File: src/rtl/cl_pkg.sv
// cl_pkg: definitions shared by the word assembler and the metadata controller.
// Chart word layout: sys[31:29] | pitch[28:23] | string[22:20] | fret[19:16] | time[15:0].
// Also holds the default capacity and timeout values and the assembler state type.
package cl_pkg;

  localparam logic [2:0] END_TAG  = 3'b111;
  localparam logic [2:0] NOTE_TAG = 3'b000;

  localparam int SYS_MSB    = 31;
  localparam int SYS_LSB    = 29;
  localparam int PITCH_MSB  = 28;
  localparam int PITCH_LSB  = 23;
  localparam int STRING_MSB = 22;
  localparam int STRING_LSB = 20;
  localparam int FRET_MSB   = 19;
  localparam int FRET_LSB   = 16;
  localparam int TIME_MSB   = 15;
  localparam int TIME_LSB   = 0;

  localparam int MAX_WORDS    = 4096;
  localparam int TIMEOUT_CYC  = 250000;
  localparam int WORD_COUNT_W = 13;

  typedef enum logic [1:0] {
    ST_COLLECT = 2'd0,
    ST_DONE    = 2'd1,
    ST_ERROR   = 2'd2
  } asm_state_t;

endpackage

File: src/rtl/cl_word_assembler_if.sv
// cl_word_assembler_if: byte-stream input and word-write output of the assembler,
// plus its status outputs.
//   byte_valid/byte_data       : one-cycle byte strobe from the serial receiver
//   write_en/write_word        : one-cycle write pulse toward the metadata controller
//   word_count, done, error,
//   timeout_count              : status
// master = byte source / status observer, slave = the assembler.
interface cl_word_assembler_if;
  logic        byte_valid;
  logic [7:0]  byte_data;
  logic        write_en;
  logic [31:0] write_word;
  logic [12:0] word_count;
  logic        done;
  logic        error;
  logic [7:0]  timeout_count;

  modport master (
    output byte_valid, byte_data,
    input  write_en, write_word, word_count, done, error, timeout_count
  );

  modport slave (
    input  byte_valid, byte_data,
    output write_en, write_word, word_count, done, error, timeout_count
  );
endinterface

File: src/rtl/cl_idle_timer.sv
// cl_idle_timer: idle-cycle counter with clear and enable.
//   clk, reset : clock and synchronous active-high reset
//   clear      : restart counting from zero (wins over everything else)
//   enable     : count this cycle
//   terminal   : combinational pulse in the cycle the count sits at TERMINAL-1 while enabled
// The counter wraps to zero on the terminal cycle so it is ready for the next partial word.
module cl_idle_timer #(
  parameter int TERMINAL = 250000,
  parameter int WIDTH    = $clog2(TERMINAL) + 1
) (
  input  logic clk,
  input  logic reset,
  input  logic clear,
  input  logic enable,
  output logic terminal
);

  localparam logic [WIDTH-1:0] LAST = WIDTH'(TERMINAL - 1);

  logic [WIDTH-1:0] count;

  assign terminal = enable && !clear && (count == LAST);

  // Idle counter register.
  always_ff @(posedge clk) begin
    if (reset) begin
      count <= '0;
    end else if (clear || terminal) begin
      count <= '0;
    end else if (enable) begin
      count <= count + WIDTH'(1);
    end else begin
      count <= count;
    end
  end

endmodule

File: src/rtl/cl_word_assembler.sv
// cl_word_assembler: packs received bytes (big-endian) into 32-bit chart words.
//   clk25, reset : 25 MHz clock, synchronous active-high reset
//   bus (slave)  : byte strobe in; registered write pulse, word and status out
// A word whose sys field equals END_TAG is written and ends the stream (done).
// A non-end word that would bring word_count to MAX_WORDS is dropped and raises error.
// A partial word idle for TIMEOUT_CYC cycles is discarded and counted.
module cl_word_assembler #(
  parameter int MAX_WORDS   = cl_pkg::MAX_WORDS,
  parameter int TIMEOUT_CYC = cl_pkg::TIMEOUT_CYC
) (
  input logic                 clk25,
  input logic                 reset,
  cl_word_assembler_if.slave  bus
);
  import cl_pkg::*;

  // Highest count at which a non-end word may still be written.
  localparam logic [WORD_COUNT_W-1:0] LAST_NOTE_COUNT = WORD_COUNT_W'(MAX_WORDS - 1);

  asm_state_t              state, state_next;
  logic [1:0]              byte_idx, byte_idx_next;
  logic [23:0]             shift, shift_next;
  logic                    write_en, write_en_next;
  logic [31:0]             write_word, write_word_next;
  logic [WORD_COUNT_W-1:0] word_count, word_count_next;
  logic                    done, done_next;
  logic                    error, error_next;
  logic [7:0]              timeout_count, timeout_count_next;
  logic [31:0]             completed;
  logic                    idle_expired;

  // A byte in the terminal cycle clears the timer, so the byte always wins.
  cl_idle_timer #(.TERMINAL(TIMEOUT_CYC)) u_idle_timer (
    .clk      (clk25),
    .reset    (reset),
    .clear    (bus.byte_valid),
    .enable   ((state == ST_COLLECT) && (byte_idx != 2'd0)),
    .terminal (idle_expired)
  );

  assign completed = {shift, bus.byte_data};

  // Next-state, shifter and counter logic.
  always_comb begin
    state_next         = state;
    byte_idx_next      = byte_idx;
    shift_next         = shift;
    write_en_next      = 1'b0;
    write_word_next    = write_word;
    word_count_next    = word_count;
    done_next          = done;
    error_next         = error;
    timeout_count_next = timeout_count;
    case (state)
      ST_COLLECT: begin
        if (bus.byte_valid) begin
          shift_next = completed[23:0];
          if (byte_idx == 2'd3) begin
            byte_idx_next = 2'd0;
            if (completed[SYS_MSB:SYS_LSB] == END_TAG) begin
              write_en_next   = 1'b1;
              write_word_next = completed;
              word_count_next = word_count + WORD_COUNT_W'(1);
              done_next       = 1'b1;
              state_next      = ST_DONE;
            end else if (word_count == LAST_NOTE_COUNT) begin
              error_next = 1'b1;
              state_next = ST_ERROR;
            end else begin
              write_en_next   = 1'b1;
              write_word_next = completed;
              word_count_next = word_count + WORD_COUNT_W'(1);
            end
          end else begin
            byte_idx_next = byte_idx + 2'd1;
          end
        end else if (idle_expired) begin
          byte_idx_next = 2'd0;
          if (timeout_count != 8'hFF) begin
            timeout_count_next = timeout_count + 8'd1;
          end else begin
            timeout_count_next = timeout_count;
          end
        end else begin
          byte_idx_next = byte_idx;
        end
      end
      ST_DONE: begin
        if (bus.byte_valid) begin
          error_next = 1'b1;
          state_next = ST_ERROR;
        end else begin
          state_next = ST_DONE;
        end
      end
      ST_ERROR: begin
        state_next = ST_ERROR;
      end
      default: begin
        error_next = 1'b1;
        state_next = ST_ERROR;
      end
    endcase
  end

  // State and output registers.
  always_ff @(posedge clk25) begin
    if (reset) begin
      state         <= ST_COLLECT;
      byte_idx      <= 2'd0;
      shift         <= 24'd0;
      write_en      <= 1'b0;
      write_word    <= 32'd0;
      word_count    <= '0;
      done          <= 1'b0;
      error         <= 1'b0;
      timeout_count <= 8'd0;
    end else begin
      state         <= state_next;
      byte_idx      <= byte_idx_next;
      shift         <= shift_next;
      write_en      <= write_en_next;
      write_word    <= write_word_next;
      word_count    <= word_count_next;
      done          <= done_next;
      error         <= error_next;
      timeout_count <= timeout_count_next;
    end
  end

  assign bus.write_en      = write_en;
  assign bus.write_word    = write_word;
  assign bus.word_count    = word_count;
  assign bus.done          = done;
  assign bus.error         = error;
  assign bus.timeout_count = timeout_count;

endmodule

File: src/flat_wrapper.sv
// flat-port wrapper written by rule: the top's interface ports become plain ports
module cl_word_assembler_flat import cl_pkg::*;
#(
  parameter int MAX_WORDS   = cl_pkg::MAX_WORDS,
  parameter int TIMEOUT_CYC = cl_pkg::TIMEOUT_CYC
)
  (clk25, reset, bus_byte_valid, bus_byte_data, bus_write_en, bus_write_word, bus_word_count, bus_done, bus_error, bus_timeout_count);
  cl_word_assembler_if bus_i ();
  input logic clk25;
  input logic reset;
  input wire logic [$bits(bus_i.byte_valid)-1:0] bus_byte_valid;
  input wire logic [$bits(bus_i.byte_data)-1:0] bus_byte_data;
  output wire logic [$bits(bus_i.write_en)-1:0] bus_write_en;
  output wire logic [$bits(bus_i.write_word)-1:0] bus_write_word;
  output wire logic [$bits(bus_i.word_count)-1:0] bus_word_count;
  output wire logic [$bits(bus_i.done)-1:0] bus_done;
  output wire logic [$bits(bus_i.error)-1:0] bus_error;
  output wire logic [$bits(bus_i.timeout_count)-1:0] bus_timeout_count;
  assign bus_i.byte_valid = bus_byte_valid;
  assign bus_i.byte_data = bus_byte_data;
  assign bus_write_en = bus_i.write_en;
  assign bus_write_word = bus_i.write_word;
  assign bus_word_count = bus_i.word_count;
  assign bus_done = bus_i.done;
  assign bus_error = bus_i.error;
  assign bus_timeout_count = bus_i.timeout_count;
  cl_word_assembler #(.MAX_WORDS(MAX_WORDS), .TIMEOUT_CYC(TIMEOUT_CYC)) u_core (.clk25(clk25), .reset(reset), .bus(bus_i));
endmodule
File: config.mk
export PLATFORM = sky130hd
export DESIGN_NAME = cl_word_assembler_flat
export DESIGN_NICKNAME = d
export VERILOG_FILES = /design/src/rtl/cl_pkg.sv /design/src/rtl/cl_word_assembler_if.sv /design/src/rtl/cl_idle_timer.sv /design/src/rtl/cl_word_assembler.sv /design/src/flat_wrapper.sv
export SDC_FILE = /design/constraint.sdc
export NUM_CORES = 1
export LEC_CHECK = 0
export CORE_UTILIZATION = 50
export CTS_BUF_LIST = sky130_fd_sc_hd__clkbuf_4
export CTS_CLUSTER_DIAMETER = 30
export DETAILED_ROUTE_END_ITERATION = 10
export GPL_TIMING_DRIVEN = 1
export MAX_ROUTING_LAYER = met4
export PLACE_DENSITY_LB_ADDON = 0.15
export SYNTH_ARGS = -nofsm -noshare
export SYNTH_HDL_FRONTEND = slang
export SYNTH_SLANG_ARGS = --single-unit
File: constraint.sdc
create_clock -name clk25 -period 2 [get_ports clk25]
set_input_delay 0.3 -clock clk25 [delete_from_list [all_inputs] [get_ports clk25]]
set_output_delay 0.3 -clock clk25 [all_outputs]
set_load 0.02 [all_outputs]
==> run summary <==
The run finished with clean final reports. The first global-routing pass estimated 16900 um of wire. The routed layout has 3983 vias. For this configuration, the core starts out at a cell density of 51.3%. After the first detailed-routing iteration, the DRC count stood at 127. In the finished design, the share of the clock period the worst path needs comes to 96.1%.

The slew at the pin closest to its max-slew limit works out to 0.420 ns. The maximum clock insertion buffer count was 2. The vertical die dimension was 99.0 um; the total grt overflow was 0. In the final layout, the multi-input gates occupy 2560 um^2. After detailed routing, the total wire length is 10100 um. Buffers placed on the I/O ports in this run total 66. The number of pins with negative max-slew slack in the final report was 0; the core area was 9150 um^2.

Fraction of synthesis flops using an asynchronous set or reset pin: 0%. In the final design database the tool counted 618 nets. The floorplan has 35 rows.

The area of the die was 9790 um^2; the final weighted congestion in routability-driven placement was 0.791. X dimension of the die: 99.0 um. Summed over all cells, the static leakage comes to 1.95 nW. The type of the worst setup path was flop to flop. The critical-path maximum fanout works out to 7. The most used flip-flop cell after synthesis is sky130_fd_sc_hd__dfxtp_1. Dividing the detail-routed via count by the number of cells gives 5.56. The share of cells above drive strength 1 was 13.5%; the synthesized instance count was 523.

For the worst-skew pair, the clock arrives at the later sink with an insertion delay of 0.45 ns. Summing all flip-flop and latch instances after layout gives 2070 um^2. Setup repair after global routing could not meet its margin everywhere. The number of nets handed over by synthesis was 539. STA classifies the critical path startpoint as a flop. The antenna cell count was 0.

The via count of the first global-routing pass is 3695. The number of max-cap violations is 0, and the final setup violation count is 0. For this run, the number of Yosys warnings is 0. After clock tree synthesis, the clock-pin slew on the worst setup and hold paths is 0.15 ns. The path class of the tightest hold or removal check is primary input to flop.

The post-synthesis sequential element count came out at 103. After detailed routing, the number of remaining DRC violations is 0. TritonCTS built the clock tree.

Based on the critical path, the design can be clocked at up to 0.520 GHz. For this run, the total global-route usage over all layers was measured as 21.7%. Worst endpoint data arrival time: 2.30 ns.

The clock net in this run drives a total of 103 sinks. From synthesis to final layout, the design area changed by 25.2%. The remaining number of nets flagged by the antenna check after routing is 0, and the total power after layout is 0.00330 W.

Counting the fill cells in the layout gives 797. The run gives 6850 um as the HPWL reported at the end of detailed placement. The per-instance average area after synthesis is 8.99 um^2, and the number of CTS-inserted buffers is 9. The run gives 0 as the count of endpoints failing hold in the final timing report. The nature of the critical path endpoint is a flop.

For the initial antenna violation count, the log shows 0. Across the VDD grid, the largest voltage drop is 0.360 mV. The number of enable-type register cells in the synthesized netlist is 0. In the final routed layout, each cell accounts on average for 14.1 um. In this run the tightest slew margin relative to its limit is 71.8%. Entering global routing, the biggest net connects 81 pins.

For the distinct cell type count of the synthesized netlist, the log shows 45. Across the routed clock network, the largest skew measured is 0.0165 ns. The H-tree was split into 3 levels.

The first detailed-routing pass ran for 4 iterations. The root buffer cell chosen for the clock tree is sky130_fd_sc_hd__clkbuf_4. The run gives 67 as the top-level port count. For the share of synthesized area occupied by flip-flops and latches, the log shows 43.9%. Summing every instance area after synthesis gives 4700 um^2.

At the worst endpoint, the required time is 2.38 ns. The tools report the final sum of negative setup slack as 0 ns. In this run the power density over the cells is 561 nW/um^2. The minimum clock period after layout works out to 1.92 ns.
## worst max-delay path: stages, from the launching register on
cell and delay, ns:
sky130_fd_sc_hd__dfxtp_4 0.39, sky130_fd_sc_hd__inv_2 0.05, sky130_fd_sc_hd__ha_4 0.16, sky130_fd_sc_hd__nor4b_4 0.28
sky130_fd_sc_hd__buf_6 0.19, sky130_fd_sc_hd__nand4_2 0.12, sky130_fd_sc_hd__or4_1 0.50, sky130_fd_sc_hd__a21oi_1 0.17
## logic make-up after synthesis
group,after synthesis,synth area share (%)
adder cells (fa/ha/maj),5,1.33
buffers and inverters,36,3.30
flip-flops,103,43.9
AO/OA/AOI/OAI,75,9.03
XOR/XNOR,9,1.68
AND/OR/NAND/NOR,251,31.1
multiplexers,44,9.64
## state kept, by name, summed over array words and instances (netlist names)
register	count
u_core.u_idle_timer.count	19
u_core.bus.write_en	1
u_core.byte_idx	2
u_core.bus.word_count	13
u_core.bus.error	1
u_core.bus.done	1
u_core.shift	24
u_core.bus.write_word	32
u_core.bus.timeout_count	8
u_core.state	2
## cells in the mapped netlist (all sizes together), types with 10 or more instances
| master | count | area (um^2) |
|---|---|---|
| nand3 | 10 | 50.1 |
| nand4 | 13 | 109 |
| nand2 | 63 | 239 |
| mux2i | 34 | 340 |
| a21oi | 49 | 245 |
| dfxtp | 103 | 2060 |
| clkbuf | 24 | 90.1 |
| nor2 | 23 | 86.3 |
| mux2 | 10 | 113 |
| nand2b | 67 | 419 |
| o31ai | 12 | 90.1 |
| or4 | 13 | 97.6 |
## placed cells by master (no fill, tap or decap), drive strengths merged, types with 7 or more instances in the layout
master         synthesis  routed
nand2                 63      63
or4                   13      13
o21ai                  9       9
o31ai                 12      12
dfxtp                103     103
nand4                 13      13
clkbuf                24       9
nor3                   7       7
a21oi                 49      49
buf                    6      33
mux2i                 34      34
nor4                   9       9
nor4b                  7       7
and4                   8       8
inv                    6      10
nor2                  23      23
nor2b                  9       9
nand3                 10      10
nand2b                67      67
clkdlybuf4s50          0      65
mux2                  10      10
## through the flow
step | instances | hold slack, ns | instance area [um^2] | setup slack, ns | utilization, %
detailed placement | 697 | 0.451 | 5690 | -0.283 | 62.2
finish | 717 | 0.261 | 5880 | 0.0786 | 64.3
global placement | 697 | 0.449 | 5690 | -0.245 | 62.2
CTS | 712 | 0.250 | 5810 | 0.0174 | 63.5
global route | 717 | 0.262 | 5880 | -0.0884 | 64.3
floorplan | 523 | 0.436 | 4750 | -0.000752 | -
## metal layers
metal / up-vias / track usage, % / share of wire, %
li1: 2001 / - / -
met1: 1894 / 28.9 / 48
met2: 77 / 34.0 / 48
met3: 11 / 3.90 / 3.3
met4: 0 / 6.20 / 1.2
met5: - / - / 0
## timing repair
action                     4_1_cts  5_1_grt
setup endpoints to repair        0       12
setup buffers                    0        5
resized for setup                0        6
hold buffers                     0        0
## final timing paths
path / startpoint / to / slack [ns] / cells past startpoint
max: u_core.byte_idx[0] / u_core.bus.timeout_count[0] / 0.08 / 7
min: reset / u_core.byte_idx[1] / 0.26 / 2
max reg2reg: u_core.byte_idx[0] / u_core.bus.timeout_count[0] / 0.08 / 7
min reg2reg: u_core.shift[20] / u_core.shift[20] / 0.47 / 2
## power by group
group | switching (W) | total [W] | internal [W]
registers | 0.0000185 | 0.00210 | 0.00208
logic | 0.000107 | 0.000208 | 0.000101
clock network | 0.000728 | 0.000999 | 0.000272
total | 0.000853 | 0.00330 | 0.00245
## layout make-up
cell class,instances,area share [%]
multi-input cells,384,43.5
well taps,111,2.36
clock buffers,9,1.15
inverters,6,0.383
repair buffers,98,16.6
flip-flops and latches,103,35.1
clock inverters,6,0.893
(Power assumes the default switching activity.)
